$ cat config.mk
export PLATFORM = sky130hd
export DESIGN_NAME = wb_port_arbiter
export DESIGN_NICKNAME = d
export VERILOG_FILES = /design/src/rtl/wb_port_arbiter.sv
export SDC_FILE = /design/constraint.sdc
export NUM_CORES = 1
export LEC_CHECK = 0
export ABC_AREA = 1
export ABC_CLOCK_PERIOD_IN_PS = 2810
export CAP_MARGIN = 25
export CORE_UTILIZATION = 40
export DETAILED_ROUTE_END_ITERATION = 8
export GPL_TIMING_DRIVEN = 0
export PLACE_DENSITY = 0.87
export SYNTH_ARGS = -nofsm -noshare
export SYNTH_HDL_FRONTEND = slang
export SYNTH_SLANG_ARGS = --single-unit
$ cat constraint.sdc
create_clock -name clk -period 2.81 [get_ports clk]
set_clock_uncertainty 0.1 [all_clocks]
set_input_delay 0.843 -clock clk [delete_from_list [all_inputs] [get_ports clk]]
set_output_delay 0.843 -clock clk [all_outputs]
set_load 0.05 [all_outputs]
$ cat src/rtl/wb_port_arbiter.sv
// Writeback port arbiter: fixed-priority (lowest pipe ID wins) sharing of the single GPR write port.
// Optional anti-starvation promotion is enabled by defining WB_ARB_STARVE_GUARD_EN.
module wb_port_arbiter #(
    parameter int NUM_PIPES    = 4,
    parameter int REG_WIDTH    = 5,
    parameter int STARVE_LIMIT = 8,
    localparam int ID_W        = (NUM_PIPES > 1) ? $clog2(NUM_PIPES) : 1
) (
    input  logic                           clk,
    input  logic                           rst,
    input  logic [NUM_PIPES-1:0]           exe_valid_i,
    input  logic [NUM_PIPES-1:0]           exe_reg_write_i,
    input  logic [NUM_PIPES*REG_WIDTH-1:0] exe_rd_i,
    input  logic [NUM_PIPES*32-1:0]        exe_data_i,
    output logic [NUM_PIPES-1:0]           exe_ready_o,
    output logic                           wb_wr_en_o,
    output logic [REG_WIDTH-1:0]           wb_rd_o,
    output logic [31:0]                    wb_wr_data_o,
    output logic [ID_W-1:0]                wb_grant_id_o,
    output logic                           wb_conflict_o
);

    logic [REG_WIDTH-1:0] rd_lane   [NUM_PIPES];
    logic [31:0]          data_lane [NUM_PIPES];
    logic [NUM_PIPES-1:0] writer;
    logic [NUM_PIPES-1:0] starved;
    logic [NUM_PIPES-1:0] cand_mask;
    logic [NUM_PIPES-1:0] grant;
    logic [ID_W-1:0]      win_id;
    logic                 any_writer;
    logic                 multi_writer;

    // x0 is hard-wired, so an rd==0 result is treated like a store: accepted, never written.
    for (genvar gi = 0; gi < NUM_PIPES; gi++) begin : g_lane
        assign rd_lane[gi]   = exe_rd_i[gi*REG_WIDTH +: REG_WIDTH];
        assign data_lane[gi] = exe_data_i[gi*32 +: 32];
        assign writer[gi]    = exe_valid_i[gi] & exe_reg_write_i[gi] & (rd_lane[gi] != '0);
    end

`ifdef WB_ARB_STARVE_GUARD_EN
    localparam int CNT_W = $clog2(STARVE_LIMIT + 1);

    for (genvar gi = 0; gi < NUM_PIPES; gi++) begin : g_starve
        logic [CNT_W-1:0] cnt_q;
        logic [CNT_W-1:0] cnt_d;

        assign starved[gi] = (cnt_q == CNT_W'(STARVE_LIMIT));

        always_comb begin
            cnt_d = '0;
            if (writer[gi] && !grant[gi]) begin
                cnt_d = starved[gi] ? cnt_q : cnt_q + CNT_W'(1);
            end
        end

        always_ff @(posedge clk) begin
            if (rst) begin
                cnt_q <= '0;
            end else begin
                cnt_q <= cnt_d;
            end
        end
    end
`else
    assign starved = '0;
`endif

    // Starved writers, when present, form the candidate set; otherwise every writer competes.
    always_comb begin
        cand_mask    = ((writer & starved) != '0) ? (writer & starved) : writer;
        any_writer   = (writer != '0);
        multi_writer = ((writer & (writer - 1'b1)) != '0);
        win_id       = '0;
        for (int p = NUM_PIPES - 1; p >= 0; p--) begin
            if (cand_mask[p]) begin
                win_id = ID_W'(p);
            end
        end
        grant = '0;
        if (any_writer) begin
            grant[win_id] = 1'b1;
        end
    end

    assign exe_ready_o = rst ? '0 : (exe_valid_i & (~writer | grant));

    logic                 wr_en_q,    wr_en_d;
    logic [REG_WIDTH-1:0] rd_q,       rd_d;
    logic [31:0]          data_q,     data_d;
    logic [ID_W-1:0]      grant_id_q, grant_id_d;
    logic                 conflict_q, conflict_d;

    always_comb begin
        wr_en_d    = any_writer;
        conflict_d = multi_writer;
        rd_d       = rd_q;
        data_d     = data_q;
        grant_id_d = grant_id_q;
        if (any_writer) begin
            rd_d       = rd_lane[win_id];
            data_d     = data_lane[win_id];
            grant_id_d = win_id;
        end
    end

    always_ff @(posedge clk) begin
        if (rst) begin
            wr_en_q    <= 1'b0;
            rd_q       <= '0;
            data_q     <= '0;
            grant_id_q <= '0;
            conflict_q <= 1'b0;
        end else begin
            wr_en_q    <= wr_en_d;
            rd_q       <= rd_d;
            data_q     <= data_d;
            grant_id_q <= grant_id_d;
            conflict_q <= conflict_d;
        end
    end

    assign wb_wr_en_o    = wr_en_q;
    assign wb_rd_o       = rd_q;
    assign wb_wr_data_o  = data_q;
    assign wb_grant_id_o = grant_id_q;
    assign wb_conflict_o = conflict_q;

endmodule

==> After elaboration in Yosys (flattened, before gate mapping) <==
Cells that the tools add are included.
{ "totals": {"regBits": 41, "inputBits": 158, "out_inout_bits": 45, "elab_cells": 43} }
{ "op_classes": {"add_sub_neg": 1, "order_cmp": 3, "muxes": 14, "bitwise_logic": 13, "reduce_logical": 7} }
{ "op_table": {"columns": ["op", "n"], "rows": [
  ["binary-select mux 32 bit (select 2 bit)", 1],
  ["2-to-1 mux 32 bit", 2],
  ["nonzero test 5 bit", 4],
  ["binary-select mux 5 bit (select 2 bit)", 1],
  ["2-to-1 mux 5 bit", 2],
  ["bitwise AND 1 bit", 8],
  ["bitwise AND 4 bit", 2],
  ["2-to-1 mux 2 bit", 4],
  ["2-to-1 mux 4 bit", 2],
  ["nonzero test 4 bit", 2],
  ["inverter 4 bit", 1],
  ["bitwise OR 4 bit", 1],
  ["subtractor 4 x 1 -> 4 bit (second input constant)", 1],
  [">= comparator 3 bit (second input constant)", 1],
  ["less-than comparator 2 x 3 -> 1 bit (second input constant)", 1],
  ["inverter 2 -> 3 bit", 1],
  ["demux 1 bit (select 2 bit)", 1],
  [">= comparator 2 x 1 -> 1 bit (second input constant)", 1],
  ["logical AND 1 bit", 1],
  ["2-to-1 mux 1 bit", 1]
]} }

==> Logic depth before layout (Yosys ltp) <==
Gate-level depths: netlist of run 1.
{ "logic_depth": {"depth_word": 14, "ltp_mapped": 14, "depth_no_buf": 12} }

==> Least setup slack after synthesis of run 1 <==
No wires, ideal clock.
{ "synth_path": {"kind": "input-to-output", "startpoint": "in exe_rd_i[0]", "endpoint": "out exe_ready_o[1]", "t_arrival_ns": 2.298, "required_time_ns": 1.867, "slack_ns": -0.431, "cell_stages": 9, "n_path_buf": 2, "path_cell_list": "nor2_1 nand4_1 nand3_2 buf_2 buf_2 nor2_1 inv_1 nand2_1 nor2_1"} }
{ "synth_via": {"elab_chain_len": 11, "elab_cells_between_ends": 13} }
{ "synth_lines": {"columns": ["item", "line_no", "text"], "rows": [
  ["start, declared", "13", "input logic [NUM_PIPES*REG_WIDTH-1:0] exe_rd_i,"],
  ["nonzero test 5 bit (*)", "37", "assign writer[gi] = exe_valid_i[gi] & exe_reg_write_i[gi] & (rd_lane[gi] != '0);"],
  ["bitwise AND 1 bit (*)", "37", null],
  ["2-to-1 mux 2 bit", "75", "if (cand_mask[p]) begin"],
  ["less-than comparator 2 x 3 -> 1 bit (implied by the code) or >= comparator 2 x 1 -> 1 bit (tied branches)", "81", "grant[win_id] = 1'b1;"],
  ["logical AND 1 bit (implied by the code)", "81", null],
  ["2-to-1 mux 1 bit (implied by the code)", "81", null],
  ["demux 1 bit (select 2 bit)", "81", null],
  ["2-to-1 mux 4 bit (*)", "80", "if (any_writer) begin"],
  ["bitwise OR 4 bit (*)", "85", "assign exe_ready_o = rst ? '0 : (exe_valid_i & (~writer | grant));"],
  ["bitwise AND 4 bit (*)", "85", null],
  ["2-to-1 mux 4 bit (*)", "85", null],
  ["end, declared", "15", "output logic [NUM_PIPES-1:0] exe_ready_o,"]
]} }
Mark *: on every way between the ends. The rest lies on a longest branch, timed or not.

==> Worst setup path after layout of run 1 <==
{ "layout_path": {"startpoint": "in exe_rd_i[6]", "endpoint": "out exe_ready_o[3]"} }
{ "layout_via": {"elab_chain_len": 12, "elab_cells_between_ends": 14} }
{ "layout_lines": {"columns": ["item", "line_no"], "rows": [
  ["nonzero test 5 bit (*)", "37"],
  ["bitwise AND 1 bit (*)", "37"],
  ["2-to-1 mux 2 bit (2 in series)", "75"],
  ["less-than comparator 2 x 3 -> 1 bit (implied by the code) or >= comparator 2 x 1 -> 1 bit (tied branches)", "81"],
  ["logical AND 1 bit (implied by the code)", "81"],
  ["2-to-1 mux 1 bit (implied by the code)", "81"],
  ["demux 1 bit (select 2 bit)", "81"],
  ["2-to-1 mux 4 bit (*)", "80"],
  ["bitwise OR 4 bit (*)", "85"],
  ["bitwise AND 4 bit (*)", "85"],
  ["2-to-1 mux 4 bit (*)", "85"]
]} }
Marked as above.

==> results of run 1 <==
registers in the layout (all words and copies together) (netlist names):
signal and cells:
wb_wr_data_o 32, wb_rd_o 5, wb_grant_id_o 2, wb_conflict_o 1, wb_wr_en_o 1
cell usage after synthesis:
cell,instances
nor2_1,87
nand3_2,1
nand2_1,118
buf_6,9
inv_1,189
a31oi_1,1
a21oi_1,1
nor2_2,1
nand2_2,6
dfxtp_1,41
buf_4,3
o21ai_0,1
buf_1,1
o211ai_1,1
clkbuf_1,6
nand3_1,189
buf_2,25
nand4_1,2
nor3_1,1
clkinv_2,1
inv_2,3
logic make-up (layout without fill, tap and decap cells):
group	Yosys count	count (layout)	synth area share
AO/OA/AOI/OAI	4	4	0.006544
AND/OR/NAND/NOR	405	405	0.4919
flip-flops	41	41	0.2260
buffers and inverters	237	511	0.2756
path summary, 6_finish.rpt:
check                                 startpoint  cells past startpoint                to  slack (ns)
worst max-delay path                 exe_rd_i[6]                      9    exe_ready_o[3]        -0.1
worst min-delay path            wb_grant_id_o[0]                      2  wb_grant_id_o[0]        0.40
worst max register to register   wb_wr_data_o[1]                      4   wb_wr_data_o[1]        1.99
worst min register to register  wb_grant_id_o[0]                      2  wb_grant_id_o[0]        0.40
worst reg2reg max path: stages (launching register included):
cell and delay, ns:
dfxtp_1 0.33, nor2_1 0.11, nor2_1 0.05, nand2_1 0.09, inv_1 0.04
repair_timing:
action                                  4_1_cts  5_1_grt
setup buffers                                63        5
resized for setup                           100       40
pin swaps                                    19       23
endpoints found under the setup margin        4        8
through the flow:
step           TNS [ns]  utilization
2_1_floorplan  -0.08046            -
3_3_place_gp     -4.508       0.6612
3_5_place_dp     -4.246       0.6612
4_1_cts        -0.03857       0.7297
5_1_grt         -0.2666       0.7397
6_report        -0.1632       0.7397
metal layers:
layer / part of all wire / GRT usage / wire [um]
met5: 0 / 0 / 0
met4: 0.054 / 0.1414 / 880
met3: 0.082 / 0.05180 / 1346
met2: 0.50 / 0.6089 / 8152
met1: 0.37 / 0.3570 / 6011
report_power, final:
group / total [mW] / internal [mW] / switching [mW] / leakage (nW)
registers: 0.683 / 0.650 / 0.0330 / 0.341
logic: 1.30 / 0.557 / 0.744 / 3.34
clock network: 0.439 / 0.222 / 0.217 / 0.0542
final cells by class:
class                           count  share of cell area
Timing Repair Buffer              267              0.3818
Multi-Input combinational cell    409              0.2984
Sequential cell                    41              0.1266
Tap cell                          108             0.02085
Clock inverter                      1           0.0007721
Inverter                          193              0.1123
Buffer                             43             0.04439
Clock buffer                        7             0.01486
==> results.sh, run 1 <==
export IMPL_outcome="complete, but fails checks"
export IMPL_violations="setup timing"
export IMPL_grt_pass1_wl_um=24620
export IMPL_drc_errors=0
export IMPL_cap_violations=0
export IMPL_cp_slowest_cell="buf_6"
export IMPL_cts_root_buf="clkbuf_8"
export IMPL_final_common_cell="inv_1"
export IMPL_synth_nets=845
export IMPL_nets=1118
export IMPL_io_pins=203
export IMPL_vias=5359
export IMPL_numPortBuffers=201
export IMPL_gp_congestion=0.9017
export IMPL_synth_area_mm2=0.003632
export IMPL_worstSetupPathType="in -> out"
export IMPL_rows=34
export IMPL_critPathBufInv=3
export IMPL_synthDominantCellAreaShare=0.2604
export IMPL_yosysSeqAreaShare=0.2260
export IMPL_fp_coreArea_mm2=0.008763
export IMPL_finalCritPeriodShare=1.034
export IMPL_endpoint_kind="output pin"
export IMPL_cts_sinks=41
export IMPL_finalInstanceArea_mm2=0.006482
export IMPL_max_slew_margin=0.5729
export IMPL_syn2layout_area_growth_pct=78.47
export IMPL_clk_pin_slew_ns=0.09
export IMPL_critPathLaunchType="primary input"
export IMPL_crit_path_cell_trace="buf_2, nor2_2, nand4_1, nand3_2, nand2_4, inv_4, o211ai_1, nor2_2, buf_6"
export IMPL_postSynthAreaPerCell_um2=5.287
export IMPL_crit_path_max_incr_delay_ns=0.18
export IMPL_drt_total_wl_um=16390
export IMPL_cp_common_cell="nor2_2"
export IMPL_hpwlAfterDp_um=9745
export IMPL_rsz0062_at_grt="yes"
export IMPL_p_per_area_mw_per_mm2=373.8
export IMPL_yosys_top_cells_area="nand3_1 (26%), dfxtp_1 (23%), inv_1 (20%)"
export IMPL_die_x_um=97.29
export IMPL_grt_pass1_vias=5074
export IMPL_hold_path_class="reg -> reg"
export IMPL_antenna_found_initial=0
export IMPL_grt_usage=0.3242
export IMPL_drive_gt1_frac=0.1852
export IMPL_regArea_um2=820.8
export IMPL_grt_start_max_net_pins=19
export IMPL_cts_hold_buf=0
export IMPL_critPathMaxFanout=3
export IMPL_nFillCells=706
export IMPL_placed_cell_area_mm2=0.005794
export IMPL_hold_viol_final=0
export IMPL_netlist_instances=687
export IMPL_pre_cts_slack_ns=-1.432
export IMPL_cts_tree="built"
export IMPL_multi_input_area_mm2=0.001934
export IMPL_ys_warn_count=0
export IMPL_cts_buffers=5
export IMPL_synth_area_leader_cell="nand3_1"
export IMPL_initial_utilization=0.4145
export IMPL_leakagePower_nw=3.732
export IMPL_drtPass1Iterations=5
export IMPL_die_y_um=97.29
export IMPL_ir_worst_vdd_v=0.0002274
export IMPL_hold_ws_ns=0.3966
export IMPL_drv_slew=0
export IMPL_avgRoutedWirePerCell_um=15.33
export IMPL_drtIter0Drc=378
export IMPL_crit_required_ns=1.87
export IMPL_fmax_ghz=0.3441
export IMPL_setup_viol=3
export IMPL_synth_seq_cells=41
export IMPL_htreeDepth=2
export IMPL_final_cells=1069
export IMPL_worst_pin_slew_ns=0.6406
export IMPL_viasPerCell=5.013
export IMPL_crit_family="simple AND/OR/NAND/NOR gates"
export IMPL_final_cell_mix="inv_1 (179), nand3_1 (177), clkdlybuf4s50_1 (169)"
export IMPL_power_mw=2.423
export IMPL_clk_latency_ns=0.30
export IMPL_grt_overflow=0
export IMPL_dp_cells=996
export IMPL_synth_cell_type_count=21
export IMPL_clockBufferDepth=2
export IMPL_dieArea_mm2=0.009465
export IMPL_antenna_left=0
export IMPL_num_antenna_cells=0
export IMPL_cp_data_arrival_time_ns=1.96
export IMPL_finalCriticalPeriod_ns=2.906
export IMPL_finalWorstSetupSlack_ns=-0.09628
(Power assumes the default switching activity.)
==> inputs of run 2 (changes only) <==
Settings changed: CAP_MARGIN 25 to default.
==> results of run 2 <==
Same layout as run 1: the final DEF is identical, and so are final timing and power.
==> inputs of run 3 (changes only) <==
Settings changed: PLACE_DENSITY 0.87 to default, PLACE_DENSITY_LB_ADDON from default to 0.12.
==> results.sh, run 3 (same netlist as run 1, synthesis figures left out) <==
export IMPL_clk_pin_slew_ns=0.08
export IMPL_syn2layout_area_growth_pct=82.95
export IMPL_rsz0062_at_grt="yes"
export IMPL_crit_required_ns=1.87
export IMPL_critPathLaunchType="primary input"
export IMPL_grt_overflow=0
export IMPL_violations="setup timing"
export IMPL_nets=1120
export IMPL_endpoint_kind="output pin"
export IMPL_fmax_ghz=0.3344
export IMPL_clk_latency_ns=0.29
export IMPL_viasPerCell=5.125
export IMPL_whs_path_depth=2
export IMPL_io_pins=203
export IMPL_clockBufferDepth=2
export IMPL_die_y_um=97.29
export IMPL_hold_ws_ns=0.3758
export IMPL_ir_worst_vdd_v=0.0002269
export IMPL_finalCritPeriodShare=1.064
export IMPL_r2r_start="wb_rd_o[2]"
export IMPL_worst_pin_slew_ns=0.6783
export IMPL_cp_data_arrival_time_ns=2.05
export IMPL_p_per_area_mw_per_mm2=364.8
export IMPL_crit_path_max_incr_delay_ns=0.19
export IMPL_cp_slowest_cell="nand4_1"
export IMPL_cts_tree="built"
export IMPL_initial_utilization=0.4145
export IMPL_leakagePower_nw=3.796
export IMPL_startpoint="exe_rd_i[6]"
export IMPL_drt_total_wl_um=16420
export IMPL_drtPass1Iterations=5
export IMPL_antenna_found_initial=0
export IMPL_critPathMaxFanout=3
export IMPL_final_common_cell="inv_1"
export IMPL_netSwitchingPower_uw=999.4
export IMPL_final_cells=1071
export IMPL_dieArea_mm2=0.009465
export IMPL_r2r_slack_ns=1.97
export IMPL_combinationalPowerShare=0.558
export IMPL_cts_sinks=41
export IMPL_cts_hold_buf=0
export IMPL_dp_cells=996
export IMPL_hold_viol_final=0
export IMPL_grt_usage=0.3192
export IMPL_reg2reg_to="wb_rd_o[2]"
export IMPL_largest_register_ffs=32
export IMPL_vias=5489
export IMPL_p_seq_frac=0.283
export IMPL_hpwlAfterDp_um=9994
export IMPL_fp_coreArea_mm2=0.008763
export IMPL_drtIter0Drc=306
export IMPL_num_antenna_cells=0
export IMPL_avgRoutedWirePerCell_um=15.33
export IMPL_max_slew_margin=0.5478
export IMPL_gp_congestion=0.8920
export IMPL_intPower_mw=1.424
export IMPL_outcome="complete, but fails checks"
export IMPL_netSwitchingFraction=0.4123
export IMPL_grt_pass1_vias=5207
export IMPL_die_x_um=97.29
export IMPL_numPortBuffers=201
export IMPL_htreeDepth=2
export IMPL_drc_errors=0
export IMPL_cts_buffers=5
export IMPL_nFillCells=685
export IMPL_rows=34
export IMPL_holdCritStartpoint="wb_grant_id_o[0]"
export IMPL_finalCriticalPeriod_ns=2.990
export IMPL_min_to="wb_grant_id_o[0]"
export IMPL_reg2regPathDepth=4
export IMPL_cap_violations=0
export IMPL_setup_viol=4
export IMPL_hold_path_class="reg -> reg"
export IMPL_setup_tns_ns=-0.4363
export IMPL_antenna_left=0
export IMPL_final_cell_mix="inv_1 (180), nand3_1 (179), clkdlybuf4s50_1 (169)"
export IMPL_drv_slew=0
export IMPL_finalWorstSetupSlack_ns=-0.1805
export IMPL_cts_root_buf="clkbuf_8"
export IMPL_worstSetupPathType="in -> out"
export IMPL_grt_start_max_net_pins=19
export IMPL_pwr_share_clk=0.159
export IMPL_grt_pass1_wl_um=24450
export IMPL_utilization=0.7583
export IMPL_crit_path_cell_trace="buf_2, nor2_1, nand4_1, nand3_2, nand2_4, inv_4, o211ai_1, nor2_2, buf_6"
export IMPL_drive_gt1_frac=0.1755
## run 3: worst max-delay path by stage
| stage | to | slack [ns] | cells past startpoint |
|---|---|---|---|
| 4_1_cts | exe_ready_o[3] | -0.03 | 9 |
| 5_1_grt | exe_ready_o[3] | -0.16 | 9 |
| 3_3_place_gp | exe_ready_o[1] | -1.44 | 11 |
| 2_1_floorplan | exe_ready_o[1] | -0.08 | 9 |
| 6_report | exe_ready_o[3] | -0.18 | 9 |
| 3_5_place_dp | exe_ready_o[1] | -1.45 | 11 |
## run 3: final cells by class
type	instances	area, um2	area share
tap	108	135.1	0.02034
sequential	41	820.8	0.1235
multi-input combinational	409	1949	0.2934
inverter	193	728.2	0.1096
timing repair buffer	269	2603	0.3916
clock buffer	8	80.08	0.01205
buffer	43	329.1	0.04952
## run 3: timing repair
item,CTS,global route
endpoints found under the setup margin,4,39
gates resized for setup,96,55
cloned,0,4
pin swaps,19,24
buffers inserted,55,9
## run 3: worst max-delay path: cells and delay by family
family / cells / cell delay (ns)
AOI/OAI and AO/OA: 1 / 0.13
buffers and inverters: 3 / 0.36
and+or+nand+nor: 5 / 0.70
## run 3: layer usage
metal  wire length, um  GRT usage  vias up
met5                 0          0        -
met4               756     0.1493        0
met1              6067     0.3471     2498
met2              8242     0.5915      336
met3              1351    0.06187       69
li1                  -          -     2586
## run 3: power groups by stage
stage	registers (mW)	clock network (mW)	logic [mW]
floorplan	0.935	0	0.454
finish	0.686	0.385	1.35
global route	0.694	0.417	1.44
global placement	0.695	0	1.16
detailed placement	0.698	0	1.17
CTS	0.685	0.392	1.23
## run 3: metrics by stage
stage | power [mW] | cell area, um2 | worst slack, ns
floorplan | 1.389 | 3647 | -0.08046
global placement | 1.855 | 5794 | -1.440
finish | 2.424 | 6645 | -0.1805
CTS | 2.311 | 6315 | -0.03330
detailed placement | 1.873 | 5794 | -1.447
global route | 2.550 | 6645 | -0.1608
